**src/rtl/smc_pkg.sv**
```systemverilog
// Shared register map, status codes and command FSM encoding for smc_ctrl.
package smc_pkg;

  localparam logic [7:0] REG_KBD_BUF   = 8'h07;
  localparam logic [7:0] REG_KBD_COUNT = 8'h0A;
  localparam logic [7:0] REG_KBD_FLAGS = 8'h0B;
  localparam logic [7:0] REG_KBD_STAT  = 8'h18;
  localparam logic [7:0] REG_KBD_CMD   = 8'h19;

  localparam logic [7:0] STAT_NONE = 8'h00;  // no command issued yet
  localparam logic [7:0] STAT_PEND = 8'h01;  // command accepted, in flight
  localparam logic [7:0] STAT_ACK  = 8'hFA;
  localparam logic [7:0] STAT_NACK = 8'hFE;
  localparam logic [7:0] STAT_TMO  = 8'hFD;

  typedef enum logic [1:0] {
    CMD_IDLE = 2'd0,
    CMD_WAIT = 2'd1,  // command latched, waiting for PS2 port to go idle
    CMD_SENT = 2'd2   // command handed to PS2 port, awaiting ACK/NACK
  } cmd_state_e;

endpackage

```
**src/rtl/smc_ctrl_if.sv**
```systemverilog
// I2C-slave byte bus, keyboard code input and PS2 command port of smc_ctrl.
interface smc_ctrl_if;
  logic       devsel;
  logic       rw_bit;
  logic [7:0] rxbyte;
  logic       rxbyte_v;
  logic [7:0] txbyte;
  logic       txbyte_deq;
  logic [7:0] kbd_code;
  logic       kbd_code_v;
  logic [7:0] cmd_tx;
  logic       cmd_tx_v;
  logic       ps2_busy;
  logic       tx_acked;
  logic       tx_errd;

  modport slave (
    input  devsel, rw_bit, rxbyte, rxbyte_v, txbyte_deq,
    input  kbd_code, kbd_code_v, ps2_busy, tx_acked, tx_errd,
    output txbyte, cmd_tx, cmd_tx_v
  );

  modport master (
    output devsel, rw_bit, rxbyte, rxbyte_v, txbyte_deq,
    output kbd_code, kbd_code_v, ps2_busy, tx_acked, tx_errd,
    input  txbyte, cmd_tx, cmd_tx_v
  );
endinterface

```
**src/rtl/smc_ctrl_fifo.sv**
```systemverilog
// Show-ahead synchronous FIFO; a push while full only lands if a pop frees a slot.
module sync_fifo #(
  parameter int AW = 4,
  parameter int W  = 8
) (
  input  logic          clk,
  input  logic          resetn,
  input  logic          push_i,
  input  logic          pop_i,
  input  logic [W-1:0]  din_i,
  output logic [W-1:0]  head_o,
  output logic [AW:0]   count_o,
  output logic          full_o,
  output logic          empty_o
);
  logic [W-1:0]  mem_q [2**AW];
  logic [AW-1:0] wptr_q, rptr_q;
  logic [AW:0]   cnt_q;
  logic          do_push, do_pop;

  assign empty_o = (cnt_q == '0);
  assign full_o  = (cnt_q == (AW+1)'(2**AW));
  assign head_o  = mem_q[rptr_q];
  assign count_o = cnt_q;
  assign do_pop  = pop_i && !empty_o;
  assign do_push = push_i && (!full_o || do_pop);

  // Pointer and occupancy bookkeeping.
  always_ff @(posedge clk) begin
    if (!resetn) begin
      wptr_q <= '0;
      rptr_q <= '0;
      cnt_q  <= '0;
    end else begin
      if (do_push) wptr_q <= wptr_q + AW'(1);
      if (do_pop)  rptr_q <= rptr_q + AW'(1);
      if (do_push && !do_pop)      cnt_q <= cnt_q + (AW+1)'(1);
      else if (!do_push && do_pop) cnt_q <= cnt_q - (AW+1)'(1);
    end
  end

  // Storage needs no reset; contents are only visible when count is nonzero.
  always_ff @(posedge clk) begin
    if (do_push) mem_q[wptr_q] <= din_i;
  end
endmodule

```
**src/rtl/smc_ctrl.sv**
```systemverilog
// System management controller: I2C register file over a keyboard code FIFO
// and a PS2 command sequencer with ACK/NACK/timeout status.
module smc_ctrl
  import smc_pkg::*;
#(
  parameter int FIFO_AW        = 4,
  parameter int CMD_TIMEOUT_US = 20000
) (
  input  logic     clk6x,
  input  logic     resetn,
  input  logic     ck1us,
  smc_ctrl_if.slave bus
);
  localparam int TW = $clog2(CMD_TIMEOUT_US + 1);

  logic [1:0]     idx_q, idx_d;
  logic [7:0]     regnum_q, regnum_d;
  logic [7:0]     txbyte_q, txbyte_d;
  logic           ovf_q, ovf_d;
  logic [7:0]     rd_data;
  cmd_state_e     state_q, state_d;
  logic [7:0]     stat_q, stat_d;
  logic [7:0]     cmd_tx_q, cmd_tx_d;
  logic           cmd_v_q, cmd_v_d;
  logic [TW-1:0]  tmo_q, tmo_d;

  logic [7:0]     head;
  logic [FIFO_AW:0] count;
  logic           full, empty;
  logic           deq, wr_data, fifo_pop, ovf_set;

  assign deq      = bus.devsel && bus.txbyte_deq;
  assign wr_data  = bus.devsel && bus.rxbyte_v && (idx_q == 2'd1);
  assign fifo_pop = deq && (regnum_q == REG_KBD_BUF);
  // A pop in the same cycle makes room, so the code is kept.
  assign ovf_set  = bus.kbd_code_v && full && !fifo_pop;

  sync_fifo #(.AW(FIFO_AW), .W(8)) u_fifo (
    .clk     (clk6x),
    .resetn  (resetn),
    .push_i  (bus.kbd_code_v),
    .pop_i   (fifo_pop),
    .din_i   (bus.kbd_code),
    .head_o  (head),
    .count_o (count),
    .full_o  (full),
    .empty_o (empty)
  );

  // Read mux for the register selected by regnum.
  always_comb begin
    rd_data = 8'hFF;
    case (regnum_q)
      REG_KBD_BUF:   rd_data = empty ? 8'h00 : head;
      REG_KBD_COUNT: rd_data = 8'(count);
      REG_KBD_FLAGS: rd_data = {5'b0, full, empty, ovf_q};
      REG_KBD_STAT:  rd_data = stat_q;
      default:       rd_data = 8'hFF;
    endcase
  end

  // I2C byte indexing, register select, read data and overflow flag.
  always_comb begin
    idx_d    = idx_q;
    regnum_d = regnum_q;
    txbyte_d = txbyte_q;
    ovf_d    = ovf_q;
    if (!bus.devsel)
      idx_d = 2'd0;
    else if ((bus.rxbyte_v || bus.txbyte_deq) && idx_q != 2'd3)
      idx_d = idx_q + 2'd1;
    if (bus.devsel && bus.rxbyte_v && idx_q == 2'd0) regnum_d = bus.rxbyte;
    if (bus.devsel && bus.rw_bit) txbyte_d = rd_data;
    // A new overflow beats the read-to-clear in the same cycle.
    if (ovf_set)                                 ovf_d = 1'b1;
    else if (deq && regnum_q == REG_KBD_FLAGS)   ovf_d = 1'b0;
  end

  // Command FSM: latch, wait for idle port, send, then collect the result.
  always_comb begin
    state_d  = state_q;
    stat_d   = stat_q;
    cmd_tx_d = cmd_tx_q;
    cmd_v_d  = 1'b0;
    tmo_d    = tmo_q;
    case (state_q)
      CMD_IDLE: if (wr_data && regnum_q == REG_KBD_CMD) begin
        cmd_tx_d = bus.rxbyte;
        stat_d   = STAT_PEND;
        state_d  = CMD_WAIT;
      end
      CMD_WAIT: if (!bus.ps2_busy) begin
        cmd_v_d = 1'b1;
        tmo_d   = '0;
        state_d = CMD_SENT;
      end
      CMD_SENT: begin
        if (bus.tx_errd) begin
          stat_d  = STAT_NACK;
          state_d = CMD_IDLE;
        end else if (bus.tx_acked) begin
          stat_d  = STAT_ACK;
          state_d = CMD_IDLE;
        end else if (ck1us) begin
          tmo_d = tmo_q + TW'(1);
          if (tmo_d == TW'(CMD_TIMEOUT_US)) begin
            stat_d  = STAT_TMO;
            state_d = CMD_IDLE;
          end
        end
      end
      default: state_d = CMD_IDLE;
    endcase
  end

  // State registers.
  always_ff @(posedge clk6x) begin
    if (!resetn) begin
      idx_q    <= 2'd0;
      regnum_q <= 8'h00;
      txbyte_q <= 8'hFF;
      ovf_q    <= 1'b0;
      state_q  <= CMD_IDLE;
      stat_q   <= STAT_NONE;
      cmd_tx_q <= 8'h00;
      cmd_v_q  <= 1'b0;
      tmo_q    <= '0;
    end else begin
      idx_q    <= idx_d;
      regnum_q <= regnum_d;
      txbyte_q <= txbyte_d;
      ovf_q    <= ovf_d;
      state_q  <= state_d;
      stat_q   <= stat_d;
      cmd_tx_q <= cmd_tx_d;
      cmd_v_q  <= cmd_v_d;
      tmo_q    <= tmo_d;
    end
  end

  assign bus.txbyte   = txbyte_q;
  assign bus.cmd_tx   = cmd_tx_q;
  assign bus.cmd_tx_v = cmd_v_q;
endmodule

```
**src/flat_wrapper.sv**
```systemverilog
// flat-port wrapper written by rule: the top's interface ports become plain ports
module smc_ctrl_flat import smc_pkg::*;
#(
  parameter int FIFO_AW        = 4,
  parameter int CMD_TIMEOUT_US = 20000
)
  (clk6x, resetn, ck1us, bus_devsel, bus_rw_bit, bus_rxbyte, bus_rxbyte_v, bus_txbyte_deq, bus_kbd_code, bus_kbd_code_v, bus_ps2_busy, bus_tx_acked, bus_tx_errd, bus_txbyte, bus_cmd_tx, bus_cmd_tx_v);
  smc_ctrl_if bus_i ();
  input  logic clk6x;
  input  logic resetn;
  input  logic ck1us;
  input wire logic [$bits(bus_i.devsel)-1:0] bus_devsel;
  input wire logic [$bits(bus_i.rw_bit)-1:0] bus_rw_bit;
  input wire logic [$bits(bus_i.rxbyte)-1:0] bus_rxbyte;
  input wire logic [$bits(bus_i.rxbyte_v)-1:0] bus_rxbyte_v;
  input wire logic [$bits(bus_i.txbyte_deq)-1:0] bus_txbyte_deq;
  input wire logic [$bits(bus_i.kbd_code)-1:0] bus_kbd_code;
  input wire logic [$bits(bus_i.kbd_code_v)-1:0] bus_kbd_code_v;
  input wire logic [$bits(bus_i.ps2_busy)-1:0] bus_ps2_busy;
  input wire logic [$bits(bus_i.tx_acked)-1:0] bus_tx_acked;
  input wire logic [$bits(bus_i.tx_errd)-1:0] bus_tx_errd;
  output wire logic [$bits(bus_i.txbyte)-1:0] bus_txbyte;
  output wire logic [$bits(bus_i.cmd_tx)-1:0] bus_cmd_tx;
  output wire logic [$bits(bus_i.cmd_tx_v)-1:0] bus_cmd_tx_v;
  assign bus_i.devsel = bus_devsel;
  assign bus_i.rw_bit = bus_rw_bit;
  assign bus_i.rxbyte = bus_rxbyte;
  assign bus_i.rxbyte_v = bus_rxbyte_v;
  assign bus_i.txbyte_deq = bus_txbyte_deq;
  assign bus_i.kbd_code = bus_kbd_code;
  assign bus_i.kbd_code_v = bus_kbd_code_v;
  assign bus_i.ps2_busy = bus_ps2_busy;
  assign bus_i.tx_acked = bus_tx_acked;
  assign bus_i.tx_errd = bus_tx_errd;
  assign bus_txbyte = bus_i.txbyte;
  assign bus_cmd_tx = bus_i.cmd_tx;
  assign bus_cmd_tx_v = bus_i.cmd_tx_v;
  smc_ctrl #(.FIFO_AW(FIFO_AW), .CMD_TIMEOUT_US(CMD_TIMEOUT_US)) u_core (.clk6x(clk6x), .resetn(resetn), .ck1us(ck1us), .bus(bus_i));
endmodule
```
**config.mk**
```make
export PLATFORM = sky130hd
export DESIGN_NAME = smc_ctrl_flat
export DESIGN_NICKNAME = d
export VERILOG_FILES = /design/src/rtl/smc_pkg.sv /design/src/rtl/smc_ctrl_if.sv /design/src/rtl/smc_ctrl_fifo.sv /design/src/rtl/smc_ctrl.sv /design/src/flat_wrapper.sv
export SDC_FILE = /design/constraint.sdc
export NUM_CORES = 1
export LEC_CHECK = 0
export BUFFER_PORTS_ARGS = -buffer_cell sky130_fd_sc_hd__buf_2
export CAP_MARGIN = 30
export CORE_MARGIN = 2
export CORE_UTILIZATION = 30
export CTS_CLUSTER_DIAMETER = 30
export DETAILED_ROUTE_END_ITERATION = 12
export PLACE_DENSITY = 0.5
export SYNTH_ARGS = -nofsm -noshare
export SYNTH_HDL_FRONTEND = slang
export SYNTH_SLANG_ARGS = --single-unit
```
**constraint.sdc**
```tcl
create_clock -name clk6x -period 4.05 [get_ports clk6x]
set_input_delay 0.81 -clock clk6x [delete_from_list [all_inputs] [get_ports clk6x]]
set_output_delay 0.81 -clock clk6x [all_outputs]
set_load 0.05 [all_outputs]
```
# == Word level (Yosys, flattened, before mapping) ==
# Memories as Yosys holds them, arrays and structs flattened. A register that Yosys moved wholly into a read port is not among the register bits.
# Index checks and enable logic that the tools add are counted.
# W data, S select, Z words.
# totals
memories,1
register_bits,66
in_bits,27
wordCells,101
ramBits,128
# op_classes
add_sub_neg,6
eq_ne,18
n_reduce_logical,35
muxes,29
# mem_list
name,words,word_bits,rd,rd_clocked_by_memory_dff,wr,line,text
u_core.u_fifo.mem_q,16,8,1,1,1,smc_ctrl_fifo.sv:16,logic [W-1:0] mem_q [2**AW];
# op_table
cell,count
$mux W15,4
$mux W8,6
$pmux W8 S4,1
$pmux W15 S2,1
$eq A8 B4 Y1 const B,2
$eq A8 B5 Y1 const B,2
$pmux W8 S2,1
$add A15 B1 Y15 const B,1
$eq A15 B15 Y1 const B,1
$logic_and A1 B1 Y1,15
$mux W2,6
$mux W5,2
$ne A2 B2 Y1 const B,5
$add A4 B1 Y4 const B,2
$eq A8 B3 Y1 const B,1
$mux W4,2
$reduce_and A4 Y1,2
$reduce_bool A2 Y1,4
$pmux W2 S3,1
$reduce_and A2 Y1,3
$add A5 B1 Y5 const B,1
$eq A5 B5 Y1 const B,1
$logic_not A1 Y1,5
$logic_not A5 Y1,1
11 further kinds,18

# == Logic depth before layout (Yosys ltp) ==
# depth
ltp_word,9
mapped_depth,14
depth_no_buf,13

# == Modules after synthesis ==
# Synthesis repeated with hierarchy kept, for this count alone.
# unflattened
hier_cells,620
area_unflattened_um2,8381.8
# modules_own_cells
module,area_per_inst_um2,seq_area_each_um2,instances,cells_per_inst
sync_fifo,5771.8,4184.0,1,310
smc_ctrl,2610.0,980.9,1,310

# == Worst setup path before layout ==
# OpenSTA, ideal clock, no wires.
# synth_path
path_kind,input to register
from,in bus_devsel
to,"reg u_core.u_fifo.cnt_q[4], in the netlist u_core.u_fifo.count_o[4]"
setup_ns,0.115
arrival_ns,2.963
stages,13
setup_slack_ns,0.973
path_cell_list,nand2_1 -> nor4_1 -> o21a_1 -> buf_4 -> ha_1 -> inv_1 -> ha_1 -> nor2b_1 -> o21a_1 -> or3_1 -> a21oi_1 -> xnor2_1 -> nor2_1
# synth_via
elab_chain_len,8
word_cells_on_any_way,11
classes_between,mux (1); reduce/logical (10)
# synth_lines
element,line,text
"start, declared",flat_wrapper.sv:12,input wire logic [$bits(bus_i.devsel)-1:0] bus_devsel;
$logic_and A1 B1 Y1 (*),smc_ctrl.sv:32,assign deq = bus.devsel && bus.txbyte_deq;
$logic_and A1 B1 Y1 (*),smc_ctrl.sv:34,assign fifo_pop = deq && (regnum_q == REG_KBD_BUF);
$logic_and A1 B1 Y1 (*),smc_ctrl_fifo.sv:25,assign do_pop = pop_i && !empty_o;
$logic_or A1 B1 Y1 (*),smc_ctrl_fifo.sv:26,assign do_push = push_i && (!full_o || do_pop);
$logic_and A1 B1 Y1 (*),smc_ctrl_fifo.sv:26,
named net u_core.u_fifo.do_push,smc_ctrl_fifo.sv:19,"logic do_push, do_pop;"
$logic_not A1 Y1,smc_ctrl_fifo.sv:38,else if (!do_push && do_pop) cnt_q <= cnt_q - (AW+1)'(1);
$logic_and A1 B1 Y1,smc_ctrl_fifo.sv:38,
$reduce_bool A2 Y1 (no line),n/a,
"end signal, assigned",smc_ctrl_fifo.sv:37,if (do_push && !do_pop) cnt_q <= cnt_q + (AW+1)'(1);
"end signal, assigned",smc_ctrl_fifo.sv:38,
"end, declared",smc_ctrl_fifo.sv:18,logic [AW:0] cnt_q;
# The timed path passes the listed nets; every way through them passes the cells marked *.
# A chain may end at the register's enable or synchronous reset.

# == Worst setup path after layout ==
# layout_path
from,reg u_core.regnum_q[0]
to,"reg u_core.u_fifo.cnt_q[4], in the netlist u_core.u_fifo.count_o[4]"
# layout_via
elab_chain_len,8
word_cells_on_any_way,11
classes_between,eq/ne (1); mux (1); reduce/logical (9)
# layout_lines
element,line,text
"start, declared",smc_ctrl.sv:17,"logic [7:0] regnum_q, regnum_d;"
"start signal, assigned",smc_ctrl.sv:130,regnum_q <= regnum_d;
$eq A8 B3 Y1 (*),smc_ctrl.sv:34,
$logic_and A1 B1 Y1 (*),smc_ctrl.sv:34,
$logic_and A1 B1 Y1 (*),smc_ctrl_fifo.sv:25,
$logic_or A1 B1 Y1,smc_ctrl_fifo.sv:26,
$logic_and A1 B1 Y1,smc_ctrl_fifo.sv:26,
$logic_not A1 Y1,smc_ctrl_fifo.sv:38,
$logic_and A1 B1 Y1,smc_ctrl_fifo.sv:38,
$reduce_bool A2 Y1 (no line),n/a,
# Mark *: on every way between the ends. The rest lies on a longest branch, timed or not.

==> results.md <==
- Inserted Clock Buffers: 17
- Share of cells above drive strength 1: 22.7%
- Compound-Gate Fraction of Synth Area: 6.55%
- Cell count after synthesis: 607
- CTS tree: yes
- Antenna violations before repair: 0
- Vias in the first global route: 4,967
- Vias: 5,019
- CTS Sinks: 194
- Total congestion overflow: 0
- CP Buf/Inv Count: 2
- Int Power: 3.25 mW
- Die width: 170 um
- #FFs+latches synth: 194
- Via density: 4.94
- Max-slew violations: 0
- Area contributors post-synth: edfxtp_1, dfxtp_1, mux4_2, nor2_1, mux2i_1
- Fin crit share: 86.1%
- Post_cts resized: 0
- Crit path kind: flop to flop
- Endpoints failing setup: 0
- Power per Cell Area: 438 mW/mm2
- Hold buffer count at cts: 0
- Worst r2r dst: u_core.u_fifo.count_o[4]$_SDFFE_PN0P_
- DR DRC count: 0
- Wire per inst: 17.3 um
- Drt total wl: 17,600 um
- Maximum root-to-sink buffer count: 2
- Slowest stage delay, CP: 620 ps
- Worst-Margin Slew: 732 ps
- Hold path depth: 2
- Post-synthesis adder-cell area fraction: 2.21%
- GPL Wtd Cong: 0.812
- Status: complete, no violations
- CP Data Arrival Time: 3810 ps
- Combinational Power Share: 6.9%
- Antenna Cells: 0
- Psw: 0.944 mW
- Port bufs: 43
- Worst-skew pair later-pin latency: 430 ps
- Clock power frac: 40.6%
- Fin. Hold Viols: 0
- Worst slew margin: 51.0%
- Synth-to-layout area growth: 16.1%
- Post-detail-place hpwl: 12,500 um
- Delay-heaviest family, CP: simple AND/OR/NAND/NOR gates
- Layout Nets: 704
- H-tree Lvls: 4
- First DRT Iteration DRCs: 401
- CP required: 4370 ps
- IO Pins: 44
- Sw Ratio: 22.5%
- Worst Setup SP: u_core.regnum_q[0]$_SDFFE_PN0P_
- CP Launch Type: flop
- PnR Total Power: 4.20 mW
- Multiplexer area fraction after synthesis: 13.4%
- Number of synthesis warnings: 0
- Largest family of logic cells by synthesized area: multiplexers
- Primary FF master, synth: edfxtp_1
- Die H: 170 um
- Synth async-reset ratio: 0%
- DRT Pass-1 Iters: 5
- Hold Crit Class: flop to flop
- Setup tns final: 0 ps
- Number of flops mapped to enable cells by yosys: 128
- Floorplan Core Area: 0.0270 mm2
- Die area: 0.0288 mm2
- RSZ-0062 raised after global routing: no
- Reg power frac: 52.5%
- Hold Startpoint: u_core.bus.cmd_tx[1]$_SDFFE_PN0P_
- Post-CTS Setup Inserts: 0
- Synth top area share: 46.6%
- Avg Cell Area, Syn: 13.6 um2
- Global Route Usage Sum: 12.6%
- Reg-to-reg critical path startpoint: u_core.regnum_q[0]$_SDFFE_PN0P_
- Clock Pin Slew Worst Setup and Hold Paths: 70 ps
- Max frequency: 287 MHz
- Clock root buffer: clkbuf_16
- Worst IR Drop VDD: 0.000257 V
- Wire length of the first global-routing pass: 27,500 um
- Placed insts: 985
- Sequential element share of the synthesized area: 62.6%
- LEAKAGE: 3.28 nW
- FF-to-FF path depth: 13
- Fin crit period: 3490 ps
- R2R setup slack: 560 ps
- Largest area contributor in the netlist: edfxtp_1
- Critical path's slowest cell: a2111oi_4
- WHS Endpoint: u_core.bus.cmd_tx[1]$_SDFFE_PN0P_
- Post-route ant nets: 0
- Site Rows: 60
- Largest net degree at the start of global routing: 28
- Synth unique cells: 64
- Cell Area, Synth: 0.00825 mm2
- Max Cap Viol: 0
- Cell Chain, Critical Path: nand3b_1 -> a2111oi_4 -> and2b_4 -> inv_1 -> ha_1 -> inv_1 -> ha_1 -> nor2b_1 -> o21a_1 -> or3_1 -> a21oi_1 -> xnor2_1 -> nor2_1
- Initial core utilization: 30.6%
- Post-synthesis simple-gate area fraction: 11.4%
- Syn nets: 648
- Final Non-Filler Cells: 1,016
- Crit Path Max Fanout: 12
- Skew final: 10.1 ps
- Crit end category: flop
- Synth Area in XOR/XNOR: 1.59%
registers in the layout, summed over array words and instances (netlist names), named ones only:
name and cells:
u_core.bus.cmd_tx 8, u_core.u_fifo.mem_q 128, u_core.bus.cmd_tx_v 1, u_core.u_fifo.rptr_q 4, u_core.ovf_q 1, u_core.idx_q 2, u_core.bus.txbyte 8, u_core.stat_q 4
u_core.u_fifo.wptr_q 4, u_core.u_fifo.count_o 5, u_core.state_q 2, u_core.tmo_q 15, u_core.regnum_q 8
synth_stat cells, types with 3 or more instances:
master,instances
buf_2,4
a21oi_1,24
nor3_1,13
o21ai_0,11
or4_1,3
mux4_2,32
nand2b_1,5
nand4_1,5
ha_1,13
a311oi_1,4
mux2i_1,28
nand2_1,38
xnor2_1,7
and4_1,3
xor2_1,8
dfxtp_1,66
inv_1,13
nand3b_1,4
a211oi_1,3
buf_1,6
a21o_1,3
o211ai_1,10
a31oi_1,5
nand3_1,12
a22oi_1,3
clkbuf_1,18
edfxtp_1,128
nor2b_1,3
mux2_2,9
nor2_1,83
and3_1,5
power by group through the flow:
stage / combinational, mW / clock [mW] / sequential, mW
after floorplan: 0.196 / 0 / 2.24
after CTS: 0.291 / 1.75 / 2.20
after detailed placement: 0.288 / 0 / 2.25
after global placement: 0.271 / 0 / 2.25
final: 0.288 / 1.70 / 2.21
after global routing: 0.323 / 1.84 / 2.21
routing by layer:
layer	global-route usage (%)	vias to the layer above	share of wire (%)
li1	-	2394	-
met1	16.6	2516	47
met2	21.0	94	49
met3	2.67	15	3.2
met4	3.72	0	1.1
met5	0	-	0
per-stage QoR:
| stage | instance area (um2) | utilization (%) | hold WS (ps) | setup slack (ps) |
|---|---|---|---|---|
| after floorplan | 8250 | - | 451 | 973 |
| after CTS | 9580 | 35.5 | 497 | 578 |
| after global placement | 8920 | 33.1 | 470 | 595 |
| final | 9580 | 35.5 | 490 | 562 |
| after global routing | 9580 | 35.5 | 521 | 283 |
| after detailed placement | 8990 | 33.4 | 480 | 585 |
worst max path at each step:
stage	to	depth (start not counted)
floorplan	u_core.u_fifo.count_o[4]$_SDFFE_PN0P_	13
global placement	u_core.u_fifo.count_o[4]$_SDFFE_PN0P_	13
finish	u_core.u_fifo.count_o[4]$_SDFFE_PN0P_	13
detailed placement	u_core.u_fifo.count_o[4]$_SDFFE_PN0P_	13
CTS	u_core.u_fifo.count_o[4]$_SDFFE_PN0P_	13
global route	u_core.u_fifo.count_o[4]$_SDFFE_PN0P_	13
area by class of cell:
class	count	area (um2)
well taps	341	427
multi-input cells	369	2900
fillers	2604	17400
flip-flops and latches	194	5170
repair buffers	68	450
clock buffers	18	429
inverters	13	48.8
clock inverters	13	159
cells in the final DEF (no fill, tap or decap), drive strengths merged, types with 5 or more instances in the layout:
cell type and count:
clkbuf 18, mux2 9, a31oi 5, nand4 6, buf 68, a21oi 24
ha 13, nor2 83, o21ai 11, nor3 14, nand3 12, inv 16
dfxtp 66, and3 5, nand2b 5, mux4 32, edfxtp 128, xnor2 7
nand2 39, o211ai 10, xor2 8, mux2i 28
cell families (layout without fill, tap and decap cells):
family	after synthesis	in the layout
xor gates and xnor gates	15	15
and+or+nand+nor	193	193
buffers and inverters	44	112
DFF	194	194
muxes	69	69
AOI/OAI and AO/OA	78	78
adders and majority gates	14	14
worst register-to-register path: cells and delay by family (launching register included):
kind	cells	cell delay (ps)
fa+ha+maj	2	480
xor+xnor	1	140
buf+inv	2	180
simple gates	5	1030
compound gates	3	970
flops	1	580
Power figures use the tool's default switching activity.
